[src/rtl/tx_huge_page_rd_req_pkg.sv]
// Shared constants, state encoding and header payload for the TX huge-page read requester.
package tx_huge_page_rd_req_pkg;

  localparam logic [7:0] MEM_RD32_FMT_TYPE = 8'h00;
  localparam logic [7:0] MEM_RD64_FMT_TYPE = 8'h20;

  typedef enum logic [2:0] {
    ST_IDLE,
    ST_ARB,
    ST_HDR1,
    ST_HDR2,
    ST_DRAIN,
    ST_FREE,
    ST_WAIT_CLR
  } rd_state_e;

  typedef struct packed {
    logic [7:0] fmt_type;
    logic       rsvd0;
    logic [2:0] tc;
    logic [3:0] rsvd1;
    logic       td;
    logic       ep;
    logic [1:0] attr;
    logic [1:0] rsvd2;
    logic [9:0] length;
  } tlp_dw0_t;

  // Memory-read DW0 with TC/attr zero; a 1024 DW length naturally encodes as 0.
  function automatic logic [31:0] mrd_dw0(input logic [7:0] fmt_type, input logic [9:0] len_dw);
    tlp_dw0_t h;
    h          = '0;
    h.fmt_type = fmt_type;
    h.length   = len_dw;
    return h;
  endfunction

endpackage

[src/rtl/tx_huge_page_rd_req_tag_credit.sv]
// tx_rd_tag_credit: outstanding-read counter, next-tag counter and credit-available flag.
module tx_rd_tag_credit
  import tx_huge_page_rd_req_pkg::*;
#(
  parameter int unsigned TAG_W           = 5,
  parameter int unsigned MAX_OUTSTANDING = 32
) (
  input  logic             clk,
  input  logic             rst,
  input  logic             issue,
  input  logic             tag_release,
  output logic [TAG_W-1:0] cur_tag,
  output logic             credit_ok_c,
  output logic             drained_c
);

  localparam int unsigned CNT_W = $clog2(MAX_OUTSTANDING + 1);

  logic [CNT_W-1:0] outstanding_q, outstanding_d;
  logic [TAG_W-1:0] cur_tag_q, cur_tag_d;

  // Simultaneous issue and release cancel; a release with nothing in flight is dropped.
  always_comb begin
    outstanding_d = outstanding_q;
    cur_tag_d     = cur_tag_q;
    if (issue) begin
      cur_tag_d = cur_tag_q + TAG_W'(1);
    end
    if (issue && !tag_release) begin
      outstanding_d = outstanding_q + CNT_W'(1);
    end else if (!issue && tag_release && (outstanding_q != '0)) begin
      outstanding_d = outstanding_q - CNT_W'(1);
    end
  end

  always_ff @(posedge clk or posedge rst) begin
    if (rst) begin
      outstanding_q <= '0;
      cur_tag_q     <= '0;
    end else begin
      outstanding_q <= outstanding_d;
      cur_tag_q     <= cur_tag_d;
    end
  end

  assign cur_tag     = cur_tag_q;
  assign credit_ok_c = (outstanding_q < CNT_W'(MAX_OUTSTANDING));
  assign drained_c   = (outstanding_q == '0);

endmodule

[src/rtl/tx_huge_page_rd_req.sv]
// Walks the two huge pages ping-pong, issues MRd TLPs on TRN TX and frees each page once drained.
// Optional TX_RD_REQ_MRD32_EN: use 3-DW MRd32 headers when the upper address dword is zero.
module tx_huge_page_rd_req
  import tx_huge_page_rd_req_pkg::*;
#(
  parameter int unsigned MAX_RD_QW       = 64,
  parameter int unsigned TAG_W           = 5,
  parameter int unsigned MAX_OUTSTANDING = 32
) (
  input  logic             trn_clk,
  input  logic             reset,
  input  logic [63:0]      huge_page_addr_1,
  input  logic [63:0]      huge_page_addr_2,
  input  logic [31:0]      huge_page_qwords_1,
  input  logic [31:0]      huge_page_qwords_2,
  input  logic             huge_page_status_1,
  input  logic             huge_page_status_2,
  output logic             huge_page_free_1,
  output logic             huge_page_free_2,
  input  logic [15:0]      cfg_completer_id,
  input  logic             tag_release,
  output logic             tx_req,
  input  logic             tx_gnt,
  output logic [63:0]      trn_td,
  output logic [7:0]       trn_trem_n,
  output logic             trn_tsof_n,
  output logic             trn_teof_n,
  output logic             trn_tsrc_rdy_n,
  input  logic             trn_tdst_rdy_n,
  output logic [TAG_W-1:0] cur_tag
);

  rd_state_e   state_q, state_d;
  logic        page_q, page_d;
  logic [63:0] rd_addr_q, rd_addr_d;
  logic [31:0] remaining_q, remaining_d;
  logic        tx_req_q, tx_req_d;
  logic [63:0] td_q, td_d;
  logic [7:0]  trem_n_q, trem_n_d;
  logic        tsof_n_q, tsof_n_d;
  logic        teof_n_q, teof_n_d;
  logic        src_rdy_n_q, src_rdy_n_d;
  logic        free_1_q, free_1_d;
  logic        free_2_q, free_2_d;

  logic        status_sel_c;
  logic [63:0] addr_sel_c;
  logic [31:0] qwords_sel_c;
  logic [31:0] chunk_c;
  logic        use32_c;
  logic [63:0] beat1_c, beat2_c;
  logic [7:0]  trem2_n_c;
  logic        issue_c, credit_ok_c, drained_c;

  assign status_sel_c = page_q ? huge_page_status_2 : huge_page_status_1;
  assign addr_sel_c   = page_q ? huge_page_addr_2   : huge_page_addr_1;
  assign qwords_sel_c = page_q ? huge_page_qwords_2 : huge_page_qwords_1;
  assign chunk_c      = (remaining_q > 32'(MAX_RD_QW)) ? 32'(MAX_RD_QW) : remaining_q;
  assign issue_c      = (state_q == ST_HDR2) && !trn_tdst_rdy_n;

`ifdef TX_RD_REQ_MRD32_EN
  assign use32_c = (rd_addr_q[63:32] == 32'h0);
`else
  assign use32_c = 1'b0;
`endif

  assign beat1_c   = {mrd_dw0(use32_c ? MEM_RD32_FMT_TYPE : MEM_RD64_FMT_TYPE, 10'(chunk_c << 1)),
                      cfg_completer_id, 8'(cur_tag), 4'hF, 4'hF};
  assign beat2_c   = use32_c ? {rd_addr_q[31:2], 2'b00, 32'h0}
                             : {rd_addr_q[63:32], rd_addr_q[31:2], 2'b00};
  assign trem2_n_c = use32_c ? 8'h0F : 8'h00;

  tx_rd_tag_credit #(
    .TAG_W           (TAG_W),
    .MAX_OUTSTANDING (MAX_OUTSTANDING)
  ) u_credit (
    .clk         (trn_clk),
    .rst         (reset),
    .issue       (issue_c),
    .tag_release (tag_release),
    .cur_tag     (cur_tag),
    .credit_ok_c (credit_ok_c),
    .drained_c   (drained_c)
  );

  // Next-state and registered-output values; every output flop holds unless changed here.
  always_comb begin
    state_d     = state_q;
    page_d      = page_q;
    rd_addr_d   = rd_addr_q;
    remaining_d = remaining_q;
    tx_req_d    = tx_req_q;
    td_d        = td_q;
    trem_n_d    = trem_n_q;
    tsof_n_d    = tsof_n_q;
    teof_n_d    = teof_n_q;
    src_rdy_n_d = src_rdy_n_q;
    free_1_d    = 1'b0;
    free_2_d    = 1'b0;
    case (state_q)
      ST_IDLE: begin
        if (status_sel_c) begin
          rd_addr_d   = addr_sel_c;
          remaining_d = qwords_sel_c;
          if (qwords_sel_c == 32'h0) begin
            state_d = ST_FREE;
          end else begin
            state_d  = ST_ARB;
            tx_req_d = credit_ok_c;
          end
        end
      end
      ST_ARB: begin
        if (!tx_req_q) begin
          tx_req_d = credit_ok_c;
        end else if (tx_gnt) begin
          state_d     = ST_HDR1;
          td_d        = beat1_c;
          trem_n_d    = 8'h00;
          tsof_n_d    = 1'b0;
          src_rdy_n_d = 1'b0;
        end
      end
      ST_HDR1: begin
        if (!trn_tdst_rdy_n) begin
          state_d  = ST_HDR2;
          td_d     = beat2_c;
          trem_n_d = trem2_n_c;
          tsof_n_d = 1'b1;
          teof_n_d = 1'b0;
        end
      end
      ST_HDR2: begin
        if (!trn_tdst_rdy_n) begin
          rd_addr_d   = rd_addr_q + 64'({chunk_c, 3'b000});
          remaining_d = remaining_q - chunk_c;
          tx_req_d    = 1'b0;
          td_d        = 64'h0;
          trem_n_d    = 8'hFF;
          teof_n_d    = 1'b1;
          src_rdy_n_d = 1'b1;
          state_d     = (remaining_q == chunk_c) ? ST_DRAIN : ST_ARB;
        end
      end
      ST_DRAIN: begin
        if (drained_c) begin
          state_d = ST_FREE;
        end
      end
      ST_FREE: begin
        free_1_d = !page_q;
        free_2_d = page_q;
        state_d  = ST_WAIT_CLR;
      end
      ST_WAIT_CLR: begin
        if (!status_sel_c) begin
          page_d  = !page_q;
          state_d = ST_IDLE;
        end
      end
      default: state_d = ST_IDLE;
    endcase
  end

  always_ff @(posedge trn_clk or posedge reset) begin
    if (reset) begin
      state_q     <= ST_IDLE;
      page_q      <= 1'b0;
      rd_addr_q   <= 64'h0;
      remaining_q <= 32'h0;
      tx_req_q    <= 1'b0;
      td_q        <= 64'h0;
      trem_n_q    <= 8'hFF;
      tsof_n_q    <= 1'b1;
      teof_n_q    <= 1'b1;
      src_rdy_n_q <= 1'b1;
      free_1_q    <= 1'b0;
      free_2_q    <= 1'b0;
    end else begin
      state_q     <= state_d;
      page_q      <= page_d;
      rd_addr_q   <= rd_addr_d;
      remaining_q <= remaining_d;
      tx_req_q    <= tx_req_d;
      td_q        <= td_d;
      trem_n_q    <= trem_n_d;
      tsof_n_q    <= tsof_n_d;
      teof_n_q    <= teof_n_d;
      src_rdy_n_q <= src_rdy_n_d;
      free_1_q    <= free_1_d;
      free_2_q    <= free_2_d;
    end
  end

  assign tx_req           = tx_req_q;
  assign trn_td           = td_q;
  assign trn_trem_n       = trem_n_q;
  assign trn_tsof_n       = tsof_n_q;
  assign trn_teof_n       = teof_n_q;
  assign trn_tsrc_rdy_n   = src_rdy_n_q;
  assign huge_page_free_1 = free_1_q;
  assign huge_page_free_2 = free_2_q;

endmodule

[config.mk]
export PLATFORM = sky130hd
export DESIGN_NAME = tx_huge_page_rd_req
export DESIGN_NICKNAME = d
export VERILOG_FILES = /design/src/rtl/tx_huge_page_rd_req_pkg.sv /design/src/rtl/tx_huge_page_rd_req_tag_credit.sv /design/src/rtl/tx_huge_page_rd_req.sv
export SDC_FILE = /design/constraint.sdc
export NUM_CORES = 1
export LEC_CHECK = 0
export CAP_MARGIN = 10
export CORE_MARGIN = 4
export CORE_UTILIZATION = 40
export DETAILED_ROUTE_END_ITERATION = 16
export GPL_TIMING_DRIVEN = 1
export PLACE_DENSITY_LB_ADDON = 0.3
export SKIP_LAST_GASP = 1
export SLEW_MARGIN = 40
export SYNTH_ARGS = -nofsm -noshare
export SYNTH_HDL_FRONTEND = slang
export SYNTH_SLANG_ARGS = --single-unit
[constraint.sdc]
create_clock -name trn_clk -period 7.5 [get_ports trn_clk]
set_input_delay 1.875 -clock trn_clk [delete_from_list [all_inputs] [get_ports trn_clk]]
set_output_delay 1.875 -clock trn_clk [all_outputs]
set_load 0.02 [all_outputs]
==> results of run 1 <==
-- how the worst min path moves through the flow --
stage,from,slack (ns),cells after the start,endpoint
finish,trn_td[50]$_DFFE_PP0P_,0.47,2,trn_td[50]$_DFFE_PP0P_
global route,trn_teof_n$_DFFE_PP1P_,0.51,2,trn_teof_n$_DFFE_PP1P_
CTS,trn_td[50]$_DFFE_PP0P_,0.48,2,trn_td[50]$_DFFE_PP0P_
detailed placement,trn_td[50]$_DFFE_PP0P_,0.46,2,trn_td[50]$_DFFE_PP0P_
global placement,trn_td[62]$_DFFE_PP0P_,0.45,2,trn_td[62]$_DFFE_PP0P_
floorplan,remaining_q[21]$_DFFE_PP0P_,0.44,2,remaining_q[21]$_DFFE_PP0P_
-- cell usage after synthesis (all sizes together) (21+ instances only) --
cell type / number / share of area (%)
dfrtp: 175 / 36
a21oi: 161 / 6.6
nand2: 149 / 4.6
nor2: 141 / 4.3
o21ai: 126 / 5.1
mux2i: 86 / 7.0
clkbuf: 79 / 2.4
nand3: 58 / 2.4
ha: 38 / 3.9
nor3: 34 / 1.6
buf: 33 / 1.6
nor3b: 25 / 1.5
inv: 23 / 0.70
nand4: 23 / 1.2
xnor2: 23 / 1.6
and3: 21 / 1.1
-- registers in the layout, summed over array words and instances, names as in the netlist --
name and cells:
huge_page_free_2 1, tx_req 1, huge_page_free_1 1, u_credit.outstanding_q 6, page_q 1, trn_td 63, trn_teof_n 1, remaining_q 32
trn_tsof_n 1, rd_addr_q 62, state_q 3, u_credit.cur_tag 5, trn_tsrc_rdy_n 1, trn_trem_n 1
-- layer usage --
metal	up-vias	share of wire, %
met5	-	0
met2	472	46
met1	5862	45
met3	42	7.2
met4	0	1.8
li1	5831	-
-- area by class of cell --
class / instances / area (sq um)
inverters: 23 / 93.8
repair buffers: 312 / 3120
multi-input cells: 1181 / 7330
fillers: 2808 / 13900
well taps: 390 / 488
clock buffers: 19 / 433
clock inverters: 13 / 118
flip-flops and latches: 179 / 4490
-- kinds of logic (layout without fill, tap and decap cells) --
kind of cell	Yosys count	after routing
compound gates	448	448
xor+xnor	33	33
fa+ha+maj	40	40
buf+inv	135	367
flops	179	179
mux	94	94
other cells	2	26
simple gates	540	540
-- power by group --
| group | switching (mW) | internal (mW) | total, mW |
|---|---|---|---|
| registers | 0.473 | 1.44 | 1.91 |
| logic | 2.11 | 1.45 | 3.55 |
| clock network | 0.432 | 0.439 | 0.871 |
| total | 3.01 | 3.33 | 6.34 |
-- worst min-delay path, stage by stage (launching register included) --
cell,delay (ns)
dfrtp_1,0.34
nand2_1,0.05
nand2_1,0.05
-- through the flow --
step	cell area, sq um	hold WS [ns]	power [mW]	cells	worst slack [ns]
after floorplan	12300	0.439	4.20	1495	0.773
after global placement	15400	0.449	5.29	2082	2.33
after detailed placement	15500	0.459	5.41	2085	2.30
after CTS	16100	0.475	6.29	2117	2.27
after global routing	16100	0.506	6.81	2117	1.89
final	16100	0.468	6.34	2117	2.22
==> results_dict.tcl, run 1 <==
set metrics [dict create \
    ys_types 85 \
    cp_cell_sequence "or3_1 -> nor4_4 -> and4_1 -> and2_1 -> ha_1 -> fa_1 -> a21oi_1 -> nand4b_1 -> a21oi_1 -> o2111ai_1 -> a2111oi_4 -> o21a_2 -> a311oi_1 -> a311oi_1" \
    crit-reg2reg-launch "remaining_q[11]$_DFFE_PP0P_" \
    power_density_nw_per_um2 394 \
    final_common_cell "clkdlybuf4s50_1" \
    reg2reg_slack_ns 2.22 \
    hold_viol_final 0 \
    r2r_end "rd_addr_q[61]$_DFFE_PP0P_" \
    ys.flop_type "dfrtp_1" \
    antenna_found_initial 0 \
    path_class "reg -> reg" \
    synth_edf_count 0 \
    syn_area_sq_um 12200 \
    max_stage_delay_ns 0.63 \
    critPathLaunch "remaining_q[11]$_DFFE_PP0P_" \
    top_usage_layer "met2" \
    synth-xor-area-share_pct 2.36 \
    path_max_fanout 15 \
    root_buffer "clkbuf_16" \
    use_met1_pct 32.5 \
    grtUsageMet2_pct 36.6 \
    endpoint_kind "register" \
    final_layout_size_suffix_gt1_share_pct 5.50 \
    max_freq_mhz 189 \
    hold_path.class "reg -> reg" \
    crit_end "rd_addr_q[61]$_DFFE_PP0P_" \
    core_area_sq_um 30000 \
    ys_ff_latch 179 \
    yosys-mux-area-fraction_pct 7.76 \
    start_kind "register" \
    crit_cells 14 \
    setup_viol 0 \
    cts_resized 0 \
    slew_violations 0 \
    outcome "completed" \
    ant_nets 0 \
    vias 12200 \
    initialDrtViolationCount 993 \
    die_w_microns 183 \
    totalWireLength_microns 40200 \
    required_ns 7.83 \
    grt_usage_pct 23.0 \
    synth-adder-area-share_pct 4.21 \
    diodes 0 \
    initial_core_util_pct 40.9 \
    path_buf_inv 0 \
    clkTransAtPathRegs_ns 0.08 \
    power_leakage_nw 6.57 \
    syn2layout_area_growth_pct 31.2 \
    cts_max_level 4 \
    final_cell_mix "clkdlybuf4s50_1 (293), dfrtp_1 (174), a21oi_1 (161)" \
    avgSynthCellArea_sq_um 8.33 \
    cts.sinks 179 \
    ioPinCount 298 \
    post-cts-setup-buffers 0 \
    finalCritPeriodShare_pct 70.4 \
    gp_congestion 0.898 \
    clk_latency_ns 0.43 \
    dieHeight_microns 183 \
    grtUsageMet3_pct 4.30 \
    grt_pass1_vias 11600 \
    grt_max_degree 91 \
    rsz0062_at_grt "false" \
    fp-row-count 63 \
    final_util_pct 53.7 \
    tritoncts "built" \
    ys_seq_area_share_pct 36.6 \
    port_buffers 293 \
    viasPerCell 5.77 \
    min_period_ns 5.28 \
    drv_cap 0 \
    cts_hold_buf 0 \
    grt_pass1_wl_microns 62900 \
    critPathArrivalTime_ns 5.61 \
    first_pass_iters 5 \
    worst_pin_slew_ns 0.821 \
    async_reset_ff_share_pct 100 \
    synth_compound_area_share_pct 22.5 \
    critPathTopFamily "compound AO/OA/AOI/OAI gates" \
    clockBufferDepth 2 \
    synth_top_family_by_area "compound AO/OA/AOI/OAI gates" \
    relSlewSlack_pct 45.1 \
    fin_skew_ns 0.0146 \
    setup-tns-final_ns 0 \
    cts_buffers 17 \
    final_nets 1969 \
    dieArea_sq_um 33500 \
    ys_warn_count 0 \
    ff2ff_path_depth 14 \
    routedWlPerCell_microns 19.0 \
    cp_slowest_cell "and4_1" \
    drc_errors 0 \
    post-dp-hpwl_microns 29500 \
    syn_inst 1471 \
    grt_overflow 0 \
    ir_drop_v 0.000214 \
    synthSimpleGateAreaFrac_pct 21.8 \
]
(Power assumes the default switching activity.)
==> run 2: changes to the inputs <==
Clock period 7.5 ns to 5.45 ns, I/O delays scaled along.
==> run 2 against run 1 <==
Cell count up 0.43%. Hold slack better by 0.0043 ns. Clock power increased by 44%. Count of clock-buffer cells in the layout unchanged. Core utilization increased by 0.37 points. Largest cell class unchanged. Largest power group unchanged.
==> results_dict.tcl, run 2 (same netlist as run 1, synthesis figures left out) <==
set metrics [dict create \
    final_area_sq_um 16200 \
    ir_drop_v 0.000312 \
    clockBufferDepth 2 \
    relSlewSlack_pct 44.9 \
    share_comb_of_total_power_pct 55.8 \
    cp_cell_sequence "or4_4 -> nor3_4 -> and4_1 -> buf_4 -> and2_1 -> fa_1 -> a21oi_1 -> nand4b_1 -> a21oi_1 -> o2111ai_1 -> a2111oi_4 -> o21a_2 -> a311oi_1 -> a311oi_1" \
    start_kind "register" \
    path_buf_inv 1 \
    grt_overflow 0 \
    power_leakage_nw 6.64 \
    port_buffers 293 \
    ff2ff_path_depth 14 \
    path_max_fanout 15 \
    cp_slowest_cell "or4_4" \
    grt_usage_pct 23.2 \
    cts_hold_buf 0 \
    ioPinCount 298 \
    totalWireLength_microns 40300 \
    post-cts-setup-buffers 0 \
    path_class "reg -> reg" \
    p_int_mw 4.62 \
    root_buffer "clkbuf_16" \
    dieArea_sq_um 33500 \
    cts_resized 0 \
    min_period_ns 4.88 \
    first_pass_iters 7 \
    finalCritPeriodShare_pct 89.6 \
    endpoint_kind "register" \
    crit_cells 14 \
    initialDrtViolationCount 1115 \
    final_cells 2126 \
    routedWlPerCell_microns 19.0 \
    max_stage_delay_ns 0.62 \
    netSwitchingFraction_pct 47.6 \
    cts_buffers 17 \
    placed_cells 2093 \
    ant_nets 0 \
    grt_max_degree 77 \
    syn2layout_area_growth_pct 32.1 \
    final_layout_size_suffix_gt1_share_pct 6.05 \
    crit_end "rd_addr_q[61]$_DFFE_PP0P_" \
    critPathTopFamily "compound AO/OA/AOI/OAI gates" \
    rsz0062_at_grt "false" \
    hold_path.class "reg -> reg" \
    final_common_cell "clkdlybuf4s50_1" \
    p_sw_mw 4.19 \
    crit-reg2reg-launch "remaining_q[18]$_DFFE_PP0P_" \
    core_area_sq_um 30000 \
    max_freq_mhz 205 \
    r2r_end "rd_addr_q[61]$_DFFE_PP0P_" \
    largest_reg_flops 63 \
    clk_latency_ns 0.44 \
    grt_pass1_wl_microns 63200 \
    placed_area_sq_um 15600 \
    clkPwrFrac_pct 14.1 \
    clkTransAtPathRegs_ns 0.09 \
    outcome "completed" \
    vias 12300 \
    cts_max_level 4 \
    power_density_nw_per_um2 544 \
    worst_pin_slew_ns 0.827 \
    p_seq_share_pct 30.0 \
    initial_core_util_pct 40.9 \
    post-dp-hpwl_microns 29900 \
    gp_congestion 0.921 \
    slew_violations 0 \
    final_nets 1978 \
    dieHeight_microns 183 \
    grt_pass1_vias 11600 \
    drv_cap 0 \
    viasPerCell 5.77 \
    critPathArrivalTime_ns 5.22 \
    drc_errors 0 \
    die_w_microns 183 \
    required_ns 5.79 \
    hold_viol_final 0 \
    reg2reg_slack_ns 0.57 \
    setup-tns-final_ns 0 \
    fp-row-count 63 \
    fillers 2805 \
    setup_viol 0 \
    fin_skew_ns 0.0154 \
    diodes 0 \
    tritoncts "built" \
    cts.sinks 179 \
    final_cell_mix "clkdlybuf4s50_1 (293), dfrtp_1 (174), a21oi_1 (161)" \
    critPathLaunch "remaining_q[18]$_DFFE_PP0P_" \
    antenna_found_initial 0 \
]
-- run 2: cell types whose count changed in the layout (fill, tap and decap cells not counted), moves of 2 or more --
cell        before  now
clkinv_4         0    6
buf_4           15   24
clkinv_8         0    2
clkinvlp_4       4    1
inv_8            6    4
inv_6            3    1
-- run 2: tightest hold or removal path, cell delays in order (launching register included) --
cell     delay [ns]
dfrtp_1        0.35
nand2_1        0.05
nand2_1        0.05
-- run 2: worst min path at each step --
| stage | start | end | slack (ns) | cells after the start |
|---|---|---|---|---|
| final | trn_td[50]$_DFFE_PP0P_ | trn_td[50]$_DFFE_PP0P_ | 0.47 | 2 |
| after global placement | trn_td[50]$_DFFE_PP0P_ | trn_td[50]$_DFFE_PP0P_ | 0.45 | 2 |
| after floorplan | remaining_q[21]$_DFFE_PP0P_ | remaining_q[21]$_DFFE_PP0P_ | 0.44 | 2 |
| after CTS | trn_td[62]$_DFFE_PP0P_ | trn_td[62]$_DFFE_PP0P_ | 0.48 | 2 |
| after global routing | trn_td[60]$_DFFE_PP0P_ | trn_td[60]$_DFFE_PP0P_ | 0.51 | 2 |
| after detailed placement | trn_td[62]$_DFFE_PP0P_ | trn_td[62]$_DFFE_PP0P_ | 0.46 | 2 |
-- run 2: power by group through the flow --
stage               logic, mW  clock network (mW)  registers (mW)
floorplan                3.04                   0            2.73
global placement         4.67                   0            2.62
detailed placement       4.83                   0            2.64
CTS                      4.85                1.26            2.63
global route             5.40                1.32            2.73
finish                   4.92                1.25            2.64
-- run 2: area by class of cell --
cell class,count,area [sq um],share of cell area (%)
Clock inverter,13,139,0.858
Clock buffer,19,443,2.74
Sequential cell,179,4490,27.7
Tap cell,390,488,3.02
Inverter,23,90.1,0.557
Multi-Input combinational cell,1181,7330,45.3
Timing Repair Buffer,321,3200,19.8
-- run 2: per-stage QoR --
step	hold slack (ns)	utilization [%]	setup WS, ns	power (mW)
CTS	0.478	54.0	0.684	8.73
global route	0.514	54.0	0.318	9.45
finish	0.472	54.0	0.569	8.81
detailed placement	0.460	52.0	0.694	7.48
global placement	0.450	51.8	0.854	7.29
floorplan	0.439	-	1.08	5.78
-- run 2: layer usage --
layer	vias to the layer above	track usage, %	wire length (microns)	part of all wire [%]
met5	-	0	0	0
met4	0	4.68	452	1.1
met3	25	3.69	2860	7.1
met2	456	37.0	18600	46
met1	5928	33.6	18400	46
li1	5853	-	-	-
